==> src/rtl/weasel_pkg.sv <==
// rtl/weasel_pkg.sv - shared register index, issue entry layout and hazard helper
package weasel_pkg;

  localparam int RegCount = 32;
  localparam int RegIdxW = $clog2(RegCount);

  typedef logic [RegIdxW-1:0] reg_idx_t;

  typedef struct packed {
    logic [6:0] opcode;
    reg_idx_t   rd;
    reg_idx_t   rs1;
    reg_idx_t   rs2;
    logic       uses_rs1;
    logic       uses_rs2;
    logic       writes_rd;
  } issue_entry_t;

  // Register 0 is hardwired, so it never participates in a dependency.
  function automatic logic reg_clash(reg_idx_t a, reg_idx_t b);
    return (a != '0) && (a == b);
  endfunction

endpackage

==> src/rtl/scoreboard.sv <==
// rtl/scoreboard.sv - register busy bits, set on issue and cleared on writeback
module scoreboard
  import weasel_pkg::*;
#(
  parameter int RegCount = weasel_pkg::RegCount
) (
  input  logic                clk_ni,
  input  logic                rst_i,
  input  logic                set_i,
  input  reg_idx_t            set_rd_i,
  input  logic                clr_i,
  input  reg_idx_t            clr_rd_i,
  output logic [RegCount-1:0] busy_o,
  output logic [RegCount-1:0] eff_busy_o
);

  // Writeback is visible to the hazard check in the cycle it arrives.
  always_comb begin
    eff_busy_o = busy_o;
    if (clr_i) eff_busy_o[clr_rd_i] = 1'b0;
  end

  always_ff @(negedge clk_ni) begin
    if (rst_i) begin
      busy_o <= '0;
    end else begin
      if (clr_i) busy_o[clr_rd_i] <= 1'b0;
      // A same-edge issue of a new writer must win over the old writer's writeback.
      if (set_i && set_rd_i != '0) busy_o[set_rd_i] <= 1'b1;
    end
  end

endmodule

==> src/rtl/issue_select.sv <==
// rtl/issue_select.sv - oldest-first hazard-free issue picker with output register
module issue_select
  import weasel_pkg::*;
#(
  parameter int Size = 16,
  parameter int RegCount = weasel_pkg::RegCount
) (
  input  logic                clk_ni,
  input  logic                rst_i,
  input  logic [$clog2(Size):0] size_i,
  input  issue_entry_t        entries_i [Size],
  output logic                pop_o [Size],
  output logic                issue_valid_o,
  output issue_entry_t        issue_o,
  input  logic                exec_ready_i,
  input  logic                wb_valid_i,
  input  reg_idx_t            wb_rd_i,
  output logic [RegCount-1:0] busy_o
);

  localparam int Width = $clog2(Size);

  logic [RegCount-1:0] eff_busy;
  logic [Size-1:0]     ready;
  logic [Width-1:0]    sel;
  logic                found;
  logic                slot_free;
  logic                do_issue;

  scoreboard #(.RegCount(RegCount)) u_scoreboard (
    .clk_ni    (clk_ni),
    .rst_i     (rst_i),
    .set_i     (do_issue && entries_i[sel].writes_rd),
    .set_rd_i  (entries_i[sel].rd),
    .clr_i     (wb_valid_i),
    .clr_rd_i  (wb_rd_i),
    .busy_o    (busy_o),
    .eff_busy_o(eff_busy)
  );

  // Every entry older than a valid entry is itself valid, so j < i needs no size check.
  always_comb begin
    ready = '0;
    for (int i = 0; i < Size; i++) begin
      ready[i] = (Width + 1)'(i) < size_i;
      if (entries_i[i].uses_rs1 && entries_i[i].rs1 != '0 && eff_busy[entries_i[i].rs1])
        ready[i] = 1'b0;
      if (entries_i[i].uses_rs2 && entries_i[i].rs2 != '0 && eff_busy[entries_i[i].rs2])
        ready[i] = 1'b0;
      if (entries_i[i].writes_rd && entries_i[i].rd != '0 && eff_busy[entries_i[i].rd])
        ready[i] = 1'b0;
      for (int j = 0; j < i; j++) begin
        if (entries_i[j].writes_rd) begin
          if (entries_i[i].uses_rs1 && reg_clash(entries_i[i].rs1, entries_i[j].rd)) ready[i] = 1'b0;
          if (entries_i[i].uses_rs2 && reg_clash(entries_i[i].rs2, entries_i[j].rd)) ready[i] = 1'b0;
          if (entries_i[i].writes_rd && reg_clash(entries_i[i].rd, entries_i[j].rd)) ready[i] = 1'b0;
        end
        if (entries_i[i].writes_rd) begin
          if (entries_i[j].uses_rs1 && reg_clash(entries_i[i].rd, entries_i[j].rs1)) ready[i] = 1'b0;
          if (entries_i[j].uses_rs2 && reg_clash(entries_i[i].rd, entries_i[j].rs2)) ready[i] = 1'b0;
        end
      end
    end
  end

  always_comb begin
    sel   = '0;
    found = 1'b0;
    for (int i = Size - 1; i >= 0; i--) begin
      if (ready[i]) begin
        sel   = Width'(i);
        found = 1'b1;
      end
    end
  end

  assign slot_free = !issue_valid_o || exec_ready_i;
  assign do_issue  = found && slot_free && !rst_i;

  always_comb begin
    for (int i = 0; i < Size; i++) pop_o[i] = do_issue && (sel == Width'(i));
  end

  always_ff @(negedge clk_ni) begin
    if (rst_i) begin
      issue_valid_o <= 1'b0;
      issue_o       <= '0;
    end else if (do_issue) begin
      issue_valid_o <= 1'b1;
      issue_o       <= entries_i[sel];
    end else if (exec_ready_i && issue_valid_o) begin
      issue_valid_o <= 1'b0;
    end
  end

endmodule
==> config.mk <==
export PLATFORM = sky130hd
export DESIGN_NAME = issue_select
export DESIGN_NICKNAME = d
export VERILOG_FILES = /design/src/rtl/weasel_pkg.sv /design/src/rtl/scoreboard.sv /design/src/rtl/issue_select.sv
export SDC_FILE = /design/constraint.sdc
export NUM_CORES = 2
export LEC_CHECK = 0
export BUFFER_PORTS_ARGS = -buffer_cell sky130_fd_sc_hd__buf_2
export CORE_MARGIN = 10
export CORE_UTILIZATION = 35
export DETAILED_ROUTE_END_ITERATION = 10
export GPL_TIMING_DRIVEN = 0
export HOLD_SLACK_MARGIN = 0.08
export PLACE_DENSITY_LB_ADDON = 0.3
export SLEW_MARGIN = 20
export SYNTH_ARGS = -nofsm -noshare
export SYNTH_HDL_FRONTEND = slang
export SYNTH_SLANG_ARGS = --single-unit
==> constraint.sdc <==
create_clock -name clk_ni -period 13.5 [get_ports clk_ni]
set_input_delay 0.675 -clock clk_ni [delete_from_list [all_inputs] [get_ports clk_ni]]
set_output_delay 0.675 -clock clk_ni [all_outputs]
set_load 0.02 [all_outputs]
==> flow_summary.json, run 1 <==
{
  "grt_max_degree": 20,
  "numCtsBuffers": 9,
  "die_w_um": 434,
  "stop_error": "[ERROR GRT-0116] Global routing finished with congestion. Check the congestion regions in the DRC Viewer.",
  "grt_pass1_wl_um": 1120000,
  "gp_congestion": 1.44,
  "cts_root_buffer": "clkbuf_16",
  "cts_htree_levels": 3,
  "haltStage": "global routing",
  "yosysWarnings": 0,
  "grt_remaining_overflow": 1323,
  "synth_top_cell_area_share_pct": 26.6,
  "die_h_um": 434,
  "synthFlopType": "dfxtp_1",
  "synth_area_mm2": 0.0599,
  "numClockSinks": 58,
  "postSynthCellCount": 8321,
  "yosysUniqueCellTypes": 91,
  "synth_area_per_cell_um2": 7.20,
  "ys_seq_area_share_pct": 1.94,
  "start_util_pct": 35.3,
  "hpwl_um": 577000,
  "rows": 151,
  "synthTopCellsByArea": "xor2_1, xnor2_1, nor4_1, nand3_1, mux4_2",
  "grt_util_all_layers_pct": 86.6,
  "grt_pass1_vias": 98500,
  "synth_edf_count": 0,
  "cts_hold_buf": 0,
  "synth_fp_nets": 8735,
  "clockBufferDepth": 2,
  "status": "did not finish",
  "synth_top_area_cell": "xor2_1",
  "io_pins": 488,
  "async_reset_ff_share_pct": 0,
  "io_buffers": 294,
  "synth_seq_cells": 58
}
[cell families after synthesis]
logic type | Yosys count | synth area share [%]
XOR/XNOR | 3000 | 43.9
AND/OR/NAND/NOR | 2305 | 20.7
buffers and inverters | 1276 | 8.76
AO/OA/AOI/OAI | 1241 | 14.5
multiplexers | 441 | 10.2
flip-flops | 58 | 1.94
[layer usage]
layer / GRT usage [%] / overflow
met5: 65.8 / 26
met4: 80.5 / 454
met2: 93.9 / 586
met1: 87.7 / 126
met3: 81.8 / 131
[stage by stage]
step                util (%)  cells  worst slack [ns]  instance area, um^2  setup TNS [ns]
floorplan                  -   8321              1.49                59900               0
detailed placement      40.5  11000             -3.42                68800         -197.66
CTS                     42.2  11100           -0.0393                71600          -0.182
global placement        37.8  10800             -6.29                64100         -366.36
[timing repair]
| item | in CTS |
|---|---|
| setup buffers | 36 |
| gates cloned | 0 |
| hold endpoints to repair | 0 |
| pin swaps | 35 |
| setup endpoints to repair | 73 |
| gates resized for setup | 638 |
[Yosys cell counts, drive strengths merged, types with 15 or more instances]
| cell type | instances |
|---|---|
| o21a | 37 |
| a221oi | 32 |
| nor4 | 633 |
| nor2 | 229 |
| nand3b | 17 |
| or4 | 22 |
| o221ai | 29 |
| o311ai | 19 |
| a32oi | 15 |
| a31oi | 58 |
| dfxtp | 58 |
| xor2 | 1820 |
| a211oi | 67 |
| mux4 | 131 |
| mux2 | 56 |
| o21ai | 238 |
| o41ai | 17 |
| a21oi | 125 |
| o22ai | 139 |
| nor2b | 60 |
| nand2 | 304 |
| o211ai | 118 |
| and3 | 39 |
| xnor2 | 1180 |
| or3 | 28 |
| o2111ai | 48 |
| nand3 | 622 |
| inv | 67 |
| nor3 | 104 |
| buf | 724 |
| clkbuf | 475 |
| or2 | 23 |
| mux2i | 254 |
| nand4 | 110 |
| a2111oi | 29 |
| a22oi | 38 |
| nor3b | 22 |
| a311oi | 17 |
| nand2b | 31 |
| o31ai | 76 |
==> run 2: changes to the inputs <==
CORE_UTILIZATION = 20   (was 35)
HOLD_SLACK_MARGIN = unset   (was 0.08)
PLACE_DENSITY_LB_ADDON = 0.15   (was 0.3)
==> run 2 against run 1 <==
- the flow now finishes, with violations (capacitance limit, slew limit, setup timing)
- synthesized area is the same
- synthesized cell count is the same
==> flow_summary.json, run 2 <==
{
  "tritoncts": "done",
  "routed_wirelength_um": 969000,
  "drv_slew": 15,
  "drt_first_pass_iters": 9,
  "reg2reg_slack_ns": 6.74,
  "synthTopCellsByCount": "xor2_1, xnor2_1, nor4_1",
  "hold_end": "issue_o[23]",
  "critPathMaxFanout": 10,
  "clockBufferDepth": 2,
  "core_area_mm2": 0.298,
  "numCtsBuffers": 9,
  "reg2regPathDepth": 22,
  "nFillCells": 32700,
  "synth_most_common_cell": "xor2_1",
  "tns_ns": -28.60,
  "grt_antenna_before_repair": 190,
  "arrival_ns": 7.57,
  "largest_reg_flops": 32,
  "status": "finished, violations left",
  "viasPerCell": 7.12,
  "start_kind": "primary input",
  "synth_area_mm2": 0.0599,
  "rsz0062_at_grt": "true",
  "die_w_um": 567,
  "setup_slack_ns": -0.540,
  "die_h_um": 567,
  "hold_path.class": "reg -> reg",
  "numClockSinks": 58,
  "async_reset_ff_share_pct": 0,
  "yosysUniqueCellTypes": 91,
  "setup_viol": 70,
  "cts_hold_buf": 0,
  "timing.rr.end": "issue_o[8]",
  "holdWs_ns": 0.467,
  "grt_max_degree": 20,
  "seq_area_mm2": 0.00121,
  "drc": 0,
  "synth_top_area_cell": "xor2_1",
  "slew_headroom_pct": -5.79,
  "insertion_delay_ns": 0.43,
  "synth_edf_count": 0,
  "hpwl_um": 756000,
  "synthTopCellsByArea": "xor2_1, xnor2_1, nor4_1, nand3_1, mux4_2",
  "yosysWarnings": 0,
  "grt_pass1_wl_um": 1150000,
  "final_layout_size_suffix_gt1_share_pct": 25.5,
  "vias": 94100,
  "dieArea_mm2": 0.322,
  "worst_pin_slew_ns": 1.59,
  "synth_seq_cells": 58,
  "ir_worst_vdd_mv": 0.0708,
  "multi_input_area_mm2": 0.0556,
  "gp_congestion": 1.14,
  "dpl_cell_area_mm2": 0.0748,
  "layout_commonest_cell": "xor2_1",
  "synthFlopType": "dfxtp_1",
  "io_buffers": 294,
  "area_delta_synth_final_pct": 33.9,
  "failed_checks": "capacitance limit, slew limit, setup timing",
  "fin_area_mm2": 0.0802,
  "grt_remaining_overflow": 0,
  "final-instance-count-excl-fill": 13200,
  "detail-route-antenna-nets": 0,
  "dp.cells": 12900,
  "synth_area_per_cell_um2": 7.20,
  "power_leakage_uw": 0.0297,
  "reg_top3": "u_scoreboard.busy_o: 32 flops, issue_o: 25 flops, issue_valid_o: 1 flops",
  "fin_nets": 9497,
  "top_register": "u_scoreboard.busy_o",
  "synth_top_cell_area_share_pct": 26.6,
  "hp-start": "issue_o[23]",
  "grt_util_all_layers_pct": 56.6,
  "cts_root_buffer": "clkbuf_16",
  "postSynthCellCount": 8321,
  "hold_viol_final": 0,
  "skew_ns": 0.0252,
  "holdPathStages": 2,
  "finalPower_uw": 4950,
  "grt_pass1_vias": 80900,
  "path_clk_slew_ns": 0.03,
  "post_drt_wl_per_cell_um": 73.3,
  "drtIter0Drc": 18600,
  "rows": 200,
  "critPathRequiredTime_ns": 7.03,
  "final_cell_mix": "xor2_1, xnor2_1, buf_2",
  "synth_fp_nets": 8735,
  "cts_htree_levels": 3,
  "max-cap-violations": 1,
  "pwr_density_cell_mw_per_mm2": 61.7,
  "cp-end-kind": "flop",
  "start_util_pct": 20.1,
  "r2r_start": "u_scoreboard.busy_o[24]",
  "io_pins": 488,
  "ys_seq_area_share_pct": 1.94,
  "worstSetupPathType": "in -> reg"
}
==> run 2: cell counts after synthesis <==
Identical to the previous run, type by type.
==> run 2: area by class of cell <==
class | instances | area share (%)
Multi-Input combinational cell | 6988 | 69.4
Timing Repair Buffer | 715 | 11.7
Buffer | 1177 | 9.67
Tap cell | 3939 | 6.14
Sequential cell | 58 | 1.51
Antenna cell | 195 | 0.608
Inverter | 76 | 0.374
Clock inverter | 64 | 0.321
Clock buffer | 9 | 0.281
==> run 2: timing repair <==
item                                   4_1_cts  5_1_grt
buffers inserted                            50       15
endpoints found under the hold margin        0        0
gates cloned                                 0        1
setup endpoints to repair                   73       70
resized for setup                          952      227
pin swaps                                   53       37
==> run 2: where the power goes <==
group	leakage, uW	switching (uW)	internal [uW]	total (uW)
clock network	0.000438	152	146	298
registers	0.000488	18.7	187	206
logic	0.0288	3240	1200	4440
total	0.0297	3410	1530	4950
==> run 2: metrics by stage <==
| step | setup slack, ns | utilization (%) |
|---|---|---|
| 2_1_floorplan | 1.49 | - |
| 3_3_place_gp | -7.30 | 22.3 |
| 3_5_place_dp | -4.10 | 25.2 |
| 4_1_cts | -0.0168 | 26.5 |
| 5_1_grt | -0.197 | 26.8 |
| 6_report | -0.540 | 27.0 |
==> run 2: worst max-delay path by stage <==
| stage | from | endpoint | slack (ns) |
|---|---|---|---|
| floorplan | wb_rd_i[3] | u_scoreboard.busy_o[16] | 1.49 |
| global route | u_scoreboard.busy_o[25] | pop_o[4] | -0.20 |
| CTS | wb_rd_i[2] | u_scoreboard.busy_o[26] | -0.02 |
| finish | entries_i[191] | issue_o[8] | -0.54 |
| global placement | entries_i[159] | issue_o[8] | -7.30 |
| detailed placement | wb_rd_i[4] | issue_o[21] | -4.10 |
==> run 2: worst max-delay path: stages <==
cell       delay [ns]
clkbuf_2         0.37
inv_1            0.32
nand4_1          0.83
o21ai_4          0.46
buf_12           0.27
nor4_1           0.11
o31ai_1          0.37
nand4_1          0.37
nor4_4           0.67
o211a_4          0.33
or4_1            0.13
o22a_1           0.17
buf_4            0.21
clkbuf_4         0.26
buf_4            0.26
buf_4            0.29
nor2_1           0.11
a21oi_1          0.39
a21oi_1          0.16
a2111oi_2        0.37
buf_2            0.26
mux2i_1          0.09
==> run 2: layer usage <==
metal  track usage (%)  vias to the layer above  part of all wire [%]
met4              55.5                       36                    12
li1                  -                    31200                     -
met3              32.9                     3698                    15
met5              4.10                        -                  0.15
met2              73.0                    11600                    37
met1              62.5                    47500                    36
==> run 2: cells by family (layout without fill, tap and decap cells) <==
| kind of cell | count (synthesis) | in the layout | share of synthesized area, % |
|---|---|---|---|
| xor+xnor | 3000 | 3000 | 43.9 |
| simple gates | 2305 | 2305 | 20.7 |
| buf+inv | 1276 | 2041 | 8.76 |
| compound gates | 1241 | 1242 | 14.5 |
| mux | 441 | 441 | 10.2 |
| flops | 58 | 58 | 1.94 |
| other cells | 0 | 195 | 0 |
Note: power is estimated with default switching activity, not from simulation.
